[src/rtl/clk_gen_pkg.sv]
// Shared definitions for the multi-channel phase generator.
// Configuration selector encodings used by the config decode.
package clk_gen_pkg;

    typedef enum logic [1:0] {
        CFG_DIV   = 2'd0,
        CFG_PHASE = 2'd1,
        CFG_MASK  = 2'd2,
        CFG_RSVD  = 2'd3
    } cfg_sel_t;

endpackage

[src/rtl/clock_phase_gen_chan.sv]
// One output channel: phase register, window compare and registered
// enable pulse / phase clock.
module clock_phase_gen_chan #(
    parameter int unsigned CNT_W  = 3,
    parameter int unsigned RST_PH = 0
) (
    input  logic             clock,
    input  logic             reset,
    input  logic             stall,
    input  logic [CNT_W-1:0] count,
    input  logic [CNT_W:0]   div_act,
    input  logic             mask_bit,
    input  logic             phase_we,
    input  logic [CNT_W:0]   phase_data,
    output logic             ch_en,
    output logic             ch_clk
);

    localparam logic [CNT_W:0] PH_RST = RST_PH[CNT_W:0];

    logic [CNT_W:0] phase;
    logic [CNT_W:0] cnt_ext;
    logic [CNT_W:0] diff;
    logic [CNT_W:0] half;
    logic           silent;
    logic           in_window;

    assign cnt_ext = {1'b0, count};
    assign half    = div_act >> 1;
    assign silent  = phase >= div_act;

    // (count - phase) mod div_act; both operands are below div_act when not silent.
    always_comb begin
        diff = cnt_ext - phase;
        if (cnt_ext < phase) begin
            diff = diff + div_act;
        end
    end

    assign in_window = diff < half;

    always_ff @(posedge clock or posedge reset) begin
        if (reset) begin
            phase  <= PH_RST;
            ch_en  <= 1'b0;
            ch_clk <= 1'b0;
        end else begin
            if (phase_we) begin
                phase <= phase_data;
            end
            ch_en <= !stall && mask_bit && !silent && (cnt_ext == phase);
            if (!stall) begin
                ch_clk <= mask_bit && !silent && in_window;
            end
        end
    end

endmodule

[src/rtl/clock_phase_gen.sv]
// Free-running divide-by-div_act counter driving NUM_CH phase channels,
// with shadowed divide ratio, per-channel mask and a stall input.
module clock_phase_gen
    import clk_gen_pkg::*;
#(
    parameter int unsigned NUM_CH  = 4,
    parameter int unsigned CNT_W   = 3,
    parameter int unsigned RST_DIV = 8,
    parameter int unsigned RST_PH  = 0
) (
    input  logic                                      clock,
    input  logic                                      reset,
    input  logic                                      stall,
    input  logic                                      cfg_we,
    input  logic [1:0]                                cfg_sel,
    input  logic [(NUM_CH > 1 ? $clog2(NUM_CH) : 1)-1:0] cfg_ch,
    input  logic [CNT_W:0]                            cfg_data,
    output logic [NUM_CH-1:0]                         ch_en,
    output logic [NUM_CH-1:0]                         ch_clk,
    output logic                                      wrap,
    output logic [CNT_W-1:0]                          count
);

    localparam int unsigned    CH_W    = NUM_CH > 1 ? $clog2(NUM_CH) : 1;
    localparam logic [CNT_W:0] DIV_RST = RST_DIV[CNT_W:0];

    logic [CNT_W:0]    div_act;
    logic [CNT_W:0]    div_shd;
    logic [NUM_CH-1:0] mask;
    logic [NUM_CH-1:0] mask_wdata;
    logic [CNT_W:0]    last;
    logic              at_last;
    logic              div_ok;
    cfg_sel_t          sel;

    assign sel     = cfg_sel_t'(cfg_sel);
    assign last    = div_act - 1'b1;
    assign at_last = ({1'b0, count} == last);
    // Accept 2 .. 2**CNT_W: at least bit 1 set, and nothing above the top value.
    assign div_ok  = (|cfg_data[CNT_W:1]) && (!cfg_data[CNT_W] || (cfg_data[CNT_W-1:0] == '0));

    if (NUM_CH <= CNT_W + 1) begin : g_mask_narrow
        assign mask_wdata = cfg_data[NUM_CH-1:0];
    end else begin : g_mask_wide
        assign mask_wdata = {{(NUM_CH - CNT_W - 1){1'b0}}, cfg_data};
    end

    always_ff @(posedge clock or posedge reset) begin
        if (reset) begin
            count   <= '0;
            div_act <= DIV_RST;
            div_shd <= DIV_RST;
            mask    <= '1;
            wrap    <= 1'b0;
        end else begin
            wrap <= !stall && at_last;
            if (!stall) begin
                count <= at_last ? '0 : count + 1'b1;
            end
            // Ratio only changes on the wrap, so a period is never cut short.
            if (!stall && at_last) begin
                div_act <= div_shd;
            end
            if (cfg_we && sel == CFG_DIV && div_ok) begin
                div_shd <= cfg_data;
            end
            if (cfg_we && sel == CFG_MASK) begin
                mask <= mask_wdata;
            end
        end
    end

    for (genvar c = 0; c < NUM_CH; c++) begin : g_chan
        clock_phase_gen_chan #(
            .CNT_W  (CNT_W),
            .RST_PH (RST_PH)
        ) u_chan (
            .clock      (clock),
            .reset      (reset),
            .stall      (stall),
            .count      (count),
            .div_act    (div_act),
            .mask_bit   (mask[c]),
            .phase_we   (cfg_we && sel == CFG_PHASE && cfg_ch == CH_W'(c)),
            .phase_data (cfg_data),
            .ch_en      (ch_en[c]),
            .ch_clk     (ch_clk[c])
        );
    end

endmodule
[config.mk]
export PLATFORM = sky130hd
export DESIGN_NAME = clock_phase_gen
export DESIGN_NICKNAME = d
export VERILOG_FILES = /design/src/rtl/clk_gen_pkg.sv /design/src/rtl/clock_phase_gen_chan.sv /design/src/rtl/clock_phase_gen.sv
export SDC_FILE = /design/constraint.sdc
export NUM_CORES = 1
export LEC_CHECK = 0
export ABC_CLOCK_PERIOD_IN_PS = 6300
export CAP_MARGIN = 15
export CORE_MARGIN = 2
export CORE_UTILIZATION = 49
export DETAILED_ROUTE_END_ITERATION = 12
export GPL_ROUTABILITY_DRIVEN = 0
export PLACE_DENSITY = 0.68
export RECOVER_POWER = 25
export SYNTH_ARGS = -nofsm -noshare
export SYNTH_HDL_FRONTEND = slang
export SYNTH_SLANG_ARGS = --single-unit
[constraint.sdc]
create_clock -name clock -period 6.3 [get_ports clock]
set_input_delay 0.63 -clock clock [delete_from_list [all_inputs] [get_ports clock]]
set_output_delay 0.63 -clock clock [all_outputs]
set_load 0.01 [all_outputs]
==> impl_metrics.tcl, run 1 <==
set metrics [dict create \
    dp_hpwl_mm 5.30 \
    drtAntennaViolNets 0 \
    netlist_instances 341 \
    postSynthAreaPerCell_sq_um 9.65 \
    dpl_cell_area_sq_um 3540 \
    vias 2460 \
    setup_viol 0 \
    syn_area_sq_um 3290 \
    layout.nets 428 \
    power.total_mw 1.97 \
    initial_core_util 0.513 \
    hold_violations 0 \
    yosys.cell_count.top_type "ha_1" \
    clockBufferDepth 2 \
    syn_nets 411 \
    fp.dieW_microns 86.0 \
    synth_edf_count 0 \
    wire_per_inst_microns 16.4 \
    portBuffers 23 \
    met1_usage 0.280 \
    total_leakage_power_nw 1.65 \
    intPower_mw 1.04 \
    vias_per_cell 5.64 \
    ys_ff_latch 40 \
    cts_buffers 5 \
    fp.dieArea_sq_um 7390 \
    grt-busiest-layer "met2" \
    antennaDiodeCount 0 \
    period_needed_ns 3.13 \
    core.rowCount 29 \
    drv_cap 1 \
    antenna_found_initial 0 \
    p_per_area_nw_per_um2 544 \
    dp_slack_ns 3.16 \
    coreArea_sq_um 6420 \
    sw_frac_of_total 0.473 \
    slew_headroom -0.473 \
    gr-usage-all-layers 0.214 \
    dpl.cell_count 428 \
    ys_async_sr_fraction 1.00 \
    period_share 0.497 \
    seq_power_share 0.225 \
    cts_resized 0 \
    grt_pass1_wl_mm 12.2 \
    tightestPinTransition_ns 2.21 \
    clock_skew_ns 0.00871 \
    cp.required_ns 6.49 \
    die_h_microns 86.0 \
    grt_setup_unrepaired "no" \
    postCtsSetupBuffers 0 \
    ff2ff_path_depth 11 \
    drcViolationCount 0 \
    slew_violations 41 \
    cts_hold_buf 0 \
    drt_first_pass_iters 4 \
    yosysTopAreaCell "dfrtp_1" \
    min_path_cells 2 \
    drt-initial-drc-count 124 \
    crit_fanout 6 \
    clock_sinks 40 \
    synth_top_area_frac 0.258 \
    pwr-share-clk 0.087 \
    overflow 0 \
    gr-usage-met3 0.0443 \
    wirelength_mm 7.14 \
    layout-drive-gt1-share 0.0947 \
    grt_pass1_vias 2491 \
    worstPathArrival_ns 3.32 \
    endpoint_kind "flip-flop" \
    ys_top_cells_by_area "dfrtp_1 (26%), ha_1 (19%), mux2_2 (5.8%)" \
    p_sw_mw 0.933 \
    worst_setup_path_start_kind "flip-flop" \
    clk_latency_ns 0.30 \
    cts_tree "yes" \
    crit_type "flip-flop to flip-flop" \
    use_met2 0.364 \
    pwr-share-comb 0.687 \
    synth.distinct_cells 38 \
    yosysWarnings 0 \
    cts_root_buf "clkbuf_8" \
    worstHoldPathType "flip-flop to flip-flop" \
    finalNonFillerCells 436 \
    h-tree-depth 2 \
    status "complete, but fails checks" \
    fin_area_sq_um 3620 \
    fin_ws_ns 3.17 \
    violations "capacitance limit, slew limit" \
    clkTransAtPathRegs_ns 0.08 \
    io_pins 24 \
    ys.flop_type "dfrtp_1" \
    ys_top_cells_by_count "ha_1 (50), inv_1 (35), dfrtp_1 (34)" \
    peakVddDrop_mv 0.161 \
    fmax_mhz 320 \
    ys_seq_area_frac 0.306 \
    finalSetupTns_ns 0 \
    grt_max_degree 41 \
    synthToLayoutAreaGrowth_pct 10.0 \
]
-- registers in the layout (all words and copies together), names as in the netlist --
name,count
count,3
g_chan.u_chan.ch_en,4
g_chan.u_chan.ch_clk,4
mask,4
div_shd,4
div_act,4
g_chan.u_chan.phase,16
wrap,1
-- worst max-delay path, cell delays in order, from the launching register on --
cell	delay, ns
dfrtp_1	0.45
inv_1	0.19
ha_1	0.21
inv_1	0.06
fa_1	0.54
inv_1	0.08
fa_1	0.40
xor2_1	0.15
a21oi_1	0.15
ha_1	0.26
a21o_1	0.19
o41ai_1	0.34
-- layout make-up --
cell class | instances | area [sq um]
multi-input cells | 252 | 2070
well taps | 77 | 96.3
inverters | 35 | 131
flip-flops and latches | 40 | 1010
clock inverters | 2 | 12.5
clock buffers | 6 | 72.6
repair buffers | 24 | 234
fillers | 592 | 2800
-- power by group through the flow --
stage                     Combinational, mW  Sequential, mW  Clock (mW)
after floorplan                        1.08           0.408           0
after global placement                 1.31           0.447           0
after detailed placement               1.36           0.451           0
after CTS                              1.36           0.445       0.179
after global routing                   1.57           0.457       0.188
final                                  1.36           0.444       0.172
-- metrics by stage --
step,hold slack (ns),utilization
CTS,0.492,0.565
global route,0.517,0.564
global placement,0.463,0.551
finish,0.483,0.564
floorplan,0.444,-
detailed placement,0.473,0.551
-- final timing paths --
kind	start	slack [ns]	endpoint
setup reg to reg	count[0]$_DFFE_PP0N_	3.17	g_chan[1].u_chan.ch_clk$_DFFE_PP0N_
hold reg to reg	g_chan[2].u_chan.ch_clk$_DFFE_PP0N_	0.48	g_chan[2].u_chan.ch_clk$_DFFE_PP0N_
max in group asynchronous	reset	3.46	g_chan[2].u_chan.phase[0]$_DFFE_PP0P_
setup / recovery	count[0]$_DFFE_PP0N_	3.17	g_chan[1].u_chan.ch_clk$_DFFE_PP0N_
min in group asynchronous	reset	1.57	g_chan[1].u_chan.phase[1]$_DFFE_PP0P_
hold / removal	g_chan[2].u_chan.ch_clk$_DFFE_PP0N_	0.48	g_chan[2].u_chan.ch_clk$_DFFE_PP0N_
-- layer usage --
metal	routed length, microns	share of wire
met1	3450	0.48
met2	3390	0.47
met3	247	0.035
met4	57	0.0080
met5	0	0
-- cell usage in the layout (no fill, tap or decap), types with 8 or more instances in the layout --
cell type        instances
a211oi_1                 8
a21oi_1                 17
clkdlybuf4s50_1         22
dfrtp_1                 34
fa_1                     8
ha_1                    50
inv_1                   35
mux2_2                  17
nand2_1                 26
nor2_1                  25
o21ai_0                 20
xnor2_1                 12
xor2_1                  11
-- cells by family (layout without fill, tap and decap cells) --
family / count (synthesis) / in the layout / share of synthesized area
AO/OA/AOI/OAI: 74 / 74 / 0.142
AND/OR/NAND/NOR: 74 / 74 / 0.110
adder cells (fa/ha/maj): 58 / 58 / 0.239
buffers and inverters: 49 / 67 / 0.0658
flip-flops: 40 / 40 / 0.306
XOR/XNOR: 23 / 23 / 0.0612
multiplexers: 23 / 23 / 0.0764
No activity file was read; power rests on OpenSTA's default activity.
==> run 2: changes to the inputs <==
Settings changed: ABC_CLOCK_PERIOD_IN_PS 6300 to 3100.
Clock period 6.3 ns to 3.1 ns, I/O delays scaled along.
==> run 2 against run 1 <==
Effect of this change: the run now ends clean; combinational power increased by 120%; highest routed layer unchanged; die area unchanged; sequential share of layout area decreased by 1.1 points; power increased by 120%; setup slack got worse by 3.0 ns; clock power increased to 2.9 times the previous value; via count increased by 3.5%; routed wire length increased by 1.8%; final area increased by 4.0%; worst hold slack improved by 0.0012 ns.
==> impl_metrics.tcl, run 2 (same netlist as run 1, synthesis figures left out) <==
set metrics [dict create \
    status "finished clean" \
    drt-initial-drc-count 81 \
    peakVddDrop_mv 0.383 \
    h-tree-depth 2 \
    cts_root_buf "clkbuf_8" \
    period_needed_ns 2.90 \
    slew_headroom 0.412 \
    vias_per_cell 5.73 \
    die_h_microns 86.0 \
    crit_type "flip-flop to flip-flop" \
    layout-drive-gt1-share 0.134 \
    total_leakage_power_nw 1.74 \
    overflow 0 \
    drtAntennaViolNets 0 \
    hold_violations 0 \
    tightestPinTransition_ns 0.882 \
    fin_worst_hold_slack_ns 0.485 \
    portBuffers 23 \
    clock_sinks 40 \
    cts_buffers 5 \
    drv_cap 0 \
    setup_viol 0 \
    io_pins 24 \
    cpPeakStageDelay_ns 0.53 \
    dp_slack_ns 0.0855 \
    antennaDiodeCount 0 \
    gr-usage-all-layers 0.214 \
    clock_skew_ns 0.00356 \
    period_share 0.934 \
    antenna_found_initial 0 \
    clockBufferDepth 2 \
    slew_violations 0 \
    final_common_cell "ha_1" \
    grt_pass1_vias 2529 \
    top_register "g_chan.u_chan.phase" \
    coreArea_sq_um 6420 \
    initial_core_util 0.513 \
    fp.dieArea_sq_um 7390 \
    postCtsSetupBuffers 0 \
    fmax_mhz 345 \
    largest_register_ffs 16 \
    crit_fanout 4 \
    cts_tree "yes" \
    core.rowCount 29 \
    fp.dieW_microns 86.0 \
    worst_setup_path_start_kind "flip-flop" \
    grt_max_degree 24 \
    clk_latency_ns 0.29 \
    clkTransAtPathRegs_ns 0.08 \
    drcViolationCount 0 \
    synthToLayoutAreaGrowth_pct 14.4 \
    wirelength_mm 7.27 \
    power.total_mw 4.30 \
    finalSetupTns_ns 0 \
    crit_slowest_cell "fa_1" \
    grt_pass1_wl_mm 12.4 \
    n_fill_cell 562 \
    vias 2545 \
    worstHoldPathType "flip-flop to flip-flop" \
    mostFrequentLayoutCells "ha_1 (50), inv_1 (34), dfrtp_1 (34), nand2_1 (26), nor2_1 (25)" \
    cts_hold_buf 0 \
    cp.required_ns 3.29 \
    drt_first_pass_iters 4 \
    layout.nets 437 \
    path_cells "inv_2 > ha_1 > inv_1 > fa_1 > inv_1 > fa_1 > xor2_1 > a21oi_1 > ha_1 > a21o_1 > o41ai_2" \
    dp_hpwl_mm 5.50 \
    grt_setup_unrepaired "yes" \
    worstPathArrival_ns 3.09 \
    endpoint_kind "flip-flop" \
    wire_per_inst_microns 16.4 \
    fin_ws_ns 0.204 \
    p_per_area_nw_per_um2 1140 \
]
## run 2: changes by cell type in the layout (fill, tap and decap cells not counted), moves of 2 or more
cell and change:
clkbuf_1 -2, bufinv_16 +2, buf_4 +10, o41ai_2 +3
o41ai_1 -3
## run 2: area by class of cell
type / instances / area, sq um / share of cell area
timing repair buffer: 33 / 305 / 0.0810
tap: 77 / 96.3 / 0.0256
clock buffer: 5 / 68.8 / 0.0183
clock inverter: 2 / 60.1 / 0.0159
inverter: 35 / 131 / 0.0349
sequential: 40 / 1010 / 0.268
multi-input combinational: 252 / 2100 / 0.557
## run 2: metrics by stage
stage / instance area [sq um] / std cells / util
final: 3770 / 444 / 0.587
after global routing: 3770 / 444 / 0.587
after CTS: 3740 / 444 / 0.582
after detailed placement: 3610 / 437 / 0.562
after global placement: 3610 / 437 / 0.562
after floorplan: 3290 / 341 / -
## run 2: report_power, final
part           leakage, nW  internal [mW]  total (mW)  switching [mW]
Combinational         1.18           1.35        2.93            1.58
Sequential           0.496          0.666       0.864           0.198
Clock               0.0642          0.317       0.503           0.186
Total                 1.74           2.34        4.30            1.96
## run 2: worst paths after layout
| kind | startpoint | endpoint | slack [ns] | cells after the start |
|---|---|---|---|---|
| worst max-delay path | count[0]$_DFFE_PP0N_ | g_chan[1].u_chan.ch_clk$_DFFE_PP0N_ | 0.20 | 11 |
| worst min-delay path | g_chan[3].u_chan.ch_clk$_DFFE_PP0N_ | g_chan[3].u_chan.ch_clk$_DFFE_PP0N_ | 0.48 | 2 |
| worst max register to register | count[0]$_DFFE_PP0N_ | g_chan[1].u_chan.ch_clk$_DFFE_PP0N_ | 0.20 | 11 |
| worst min register to register | g_chan[3].u_chan.ch_clk$_DFFE_PP0N_ | g_chan[3].u_chan.ch_clk$_DFFE_PP0N_ | 0.48 | 2 |
| max in group asynchronous | reset | div_act[3]$_DFFE_PP1P_ | 1.70 | 3 |
| min in group asynchronous | reset | g_chan[3].u_chan.ch_en$_DFF_PP0_ | 0.64 | 2 |
## run 2: repair_timing
action | CTS | global route
hold endpoints to repair | 0 | 0
endpoints found under the setup margin | 0 | 4
gates resized for setup | 0 | 5
## run 2: worst max-delay path, delay by kind of cell, from the launching register on
family                     cells  cell delay, ns
DFF                            1            0.39
AOI/OAI and AO/OA              3            0.63
buffers and inverters          3            0.26
xor gates and xnor gates       1            0.15
adders and majority gates      4            1.37
## run 2: routing by layer
metal / share of wire / GRT usage
met5: 0 / 0
met4: 0.0092 / 0.0462
met3: 0.042 / 0.0289
met2: 0.47 / 0.369
met1: 0.48 / 0.288
==> run 3: changes to the inputs <==
--- a/config.mk
+++ b/config.mk
@@ -7,9 +7,9 @@
 export LEC_CHECK = 0
-export ABC_CLOCK_PERIOD_IN_PS = 3100
+export ABC_CLOCK_PERIOD_IN_PS = 2890
 export CAP_MARGIN = 15
 export CORE_MARGIN = 2
-export CORE_UTILIZATION = 49
+export CORE_UTILIZATION = 53
 export DETAILED_ROUTE_END_ITERATION = 12
 export GPL_ROUTABILITY_DRIVEN = 0
-export PLACE_DENSITY = 0.68
+export PLACE_DENSITY = 0.72
 export RECOVER_POWER = 25
==> constraint.sdc (replaced) <==
create_clock -name clock -period 2.89 [get_ports clock]
set_input_delay 0.289 -clock clock [delete_from_list [all_inputs] [get_ports clock]]
set_output_delay 0.289 -clock clock [all_outputs]
set_load 0.005 [all_outputs]
==> run 3 against run 2 <==
Effect of this change: final area rose by 1.7%; via count rose by 1.1%; clock power fell by 21%; final cell count increased by 0.45%; sequential power increased by 7.5%; die area is 7.2% lower; global-route usage increased by 0.61 points; combinational power is 15% higher; core utilization increased by 5.7 points; clock skew is 0.0029 ns higher; routed wire length increased by 1.1%; register-to-register slack worse by 0.10 ns; largest power group unchanged.
==> impl_metrics.tcl, run 3 (same netlist as run 1, synthesis figures left out) <==
set metrics [dict create \
    grt_setup_unrepaired "yes" \
    crit_start "count[0]$_DFFE_PP0N_" \
    slew_violations 0 \
    dpl.cell_count 437 \
    initial_core_util 0.553 \
    endpoint_kind "flip-flop" \
    h-tree-depth 2 \
    clock_skew_ns 0.00643 \
    fp.dieW_microns 82.8 \
    ff2ff_path_depth 11 \
    crit_path_end "g_chan[0].u_chan.ch_clk$_DFFE_PP0N_" \
    total_leakage_power_nw 1.74 \
    period_needed_ns 2.79 \
    layout-drive-gt1-share 0.183 \
    drcViolationCount 0 \
    grt_max_degree 41 \
    status "finished clean" \
    power.total_mw 4.69 \
    dp_hpwl_mm 5.17 \
    mostFrequentLayoutCells "ha_1 (47), dfrtp_1 (34), inv_1 (31), nand2_1 (26), nor2_1 (25)" \
    antennaDiodeCount 0 \
    portBuffers 23 \
    fin_ws_ns 0.0993 \
    antenna_found_initial 0 \
    largest_register_ffs 16 \
    clockBufferDepth 2 \
    p_per_area_nw_per_um2 1220 \
    hold_violations 0 \
    dp_slack_ns -0.0796 \
    grt_pass1_vias 2484 \
    coreArea_sq_um 5960 \
    synthToLayoutAreaGrowth_pct 16.4 \
    reg2reg_from "count[0]$_DFFE_PP0N_" \
    drv_cap 0 \
    fin_area_sq_um 3830 \
    slew_headroom 0.313 \
    dpl_cell_area_sq_um 3620 \
    layout.nets 440 \
    period_share 0.966 \
    finalNonFillerCells 446 \
    core.rowCount 28 \
    wire_per_inst_microns 16.5 \
    overflow 0 \
    die_h_microns 82.8 \
    final_common_cell "ha_1" \
    worst_setup_path_start_kind "flip-flop" \
    wirelength_mm 7.36 \
    post-route-util 0.643 \
    drt-initial-drc-count 121 \
    cts_tree "yes" \
    io_pins 24 \
    cp.required_ns 3.09 \
    drt_first_pass_iters 4 \
    tightestPinTransition_ns 1.03 \
    drtAntennaViolNets 0 \
    setup_viol 0 \
    clk_latency_ns 0.29 \
    fmax_mhz 358 \
    clock_sinks 40 \
    crit_fanout 4 \
    peakVddDrop_mv 0.594 \
    rr_endpoint "g_chan[0].u_chan.ch_clk$_DFFE_PP0N_" \
    cts_root_buf "clkbuf_8" \
    worstPathArrival_ns 2.99 \
    clkTransAtPathRegs_ns 0.08 \
    vias_per_cell 5.77 \
    worstHoldPathType "flip-flop to flip-flop" \
    fp.dieArea_sq_um 6860 \
    top_register "g_chan.u_chan.phase" \
    gr-usage-all-layers 0.221 \
    grt_pass1_wl_mm 12.1 \
    cts_buffers 5 \
    crit_type "flip-flop to flip-flop" \
    regToRegSetupSlack_ns 0.1 \
    vias 2573 \
]
-- run 3: layout make-up --
| type | instances | area, sq um |
|---|---|---|
| multi-input cells | 252 | 2180 |
| fillers | 489 | 2120 |
| clock inverters | 1 | 7.51 |
| inverters | 35 | 134 |
| flip-flops and latches | 40 | 1010 |
| well taps | 75 | 93.8 |
| clock buffers | 7 | 86.3 |
| repair buffers | 36 | 325 |
-- run 3: metrics by stage --
stage / hold WS [ns] / setup TNS [ns]
floorplan: 0.389 / 0
global placement: 0.459 / 0
detailed placement: 0.464 / -0.240
CTS: 0.448 / 0
global route: 0.519 / -0.0624
finish: 0.491 / 0
-- run 3: routing by layer --
metal | global-route usage | vias to the layer above | wire length (microns)
li1 | - | 1250 | -
met1 | 0.309 | 1245 | 3450
met2 | 0.352 | 67 | 3470
met3 | 0.0358 | 11 | 324
met4 | 0.0686 | 0 | 110
met5 | 0 | - | 0
-- run 3: how the worst min path moves through the flow --
| stage | end | slack (ns) | cells after the start | startpoint |
|---|---|---|---|---|
| 3_3_place_gp | g_chan[2].u_chan.ch_clk$_DFFE_PP0N_ | 0.46 | 2 | g_chan[2].u_chan.ch_clk$_DFFE_PP0N_ |
| 4_1_cts | g_chan[2].u_chan.ch_en$_DFF_PP0_ | 0.45 | 3 | reset |
| 3_5_place_dp | g_chan[2].u_chan.ch_clk$_DFFE_PP0N_ | 0.46 | 2 | g_chan[2].u_chan.ch_clk$_DFFE_PP0N_ |
| 5_1_grt | g_chan[2].u_chan.ch_clk$_DFFE_PP0N_ | 0.52 | 2 | g_chan[2].u_chan.ch_clk$_DFFE_PP0N_ |
| 6_report | g_chan[2].u_chan.ch_clk$_DFFE_PP0N_ | 0.49 | 2 | g_chan[2].u_chan.ch_clk$_DFFE_PP0N_ |
| 2_1_floorplan | wrap$_DFF_PP0_ | 0.39 | 1 | stall |
-- run 3: power breakdown --
group	internal [mW]	total (mW)	switching, mW
Sequential	0.715	0.929	0.214
Clock	0.194	0.398	0.204
Combinational	1.58	3.36	1.78
Total	2.49	4.69	2.20
-- run 3: what timing repair did --
item	4_1_cts	5_1_grt
hold buffers	0	0
resized for setup	3	24
setup buffers	0	1
pin swaps	0	18
gates cloned	0	0
setup endpoints to repair	4	4
-- run 3: worst max-delay path, stage by stage (launching register included) --
cell	delay (ns)
dfrtp_1	0.42
inv_4	0.12
ha_1	0.17
inv_1	0.05
fa_2	0.52
inv_1	0.06
fa_2	0.35
xor2_1	0.15
a21oi_1	0.13
ha_1	0.25
a21o_1	0.19
o41ai_2	0.29
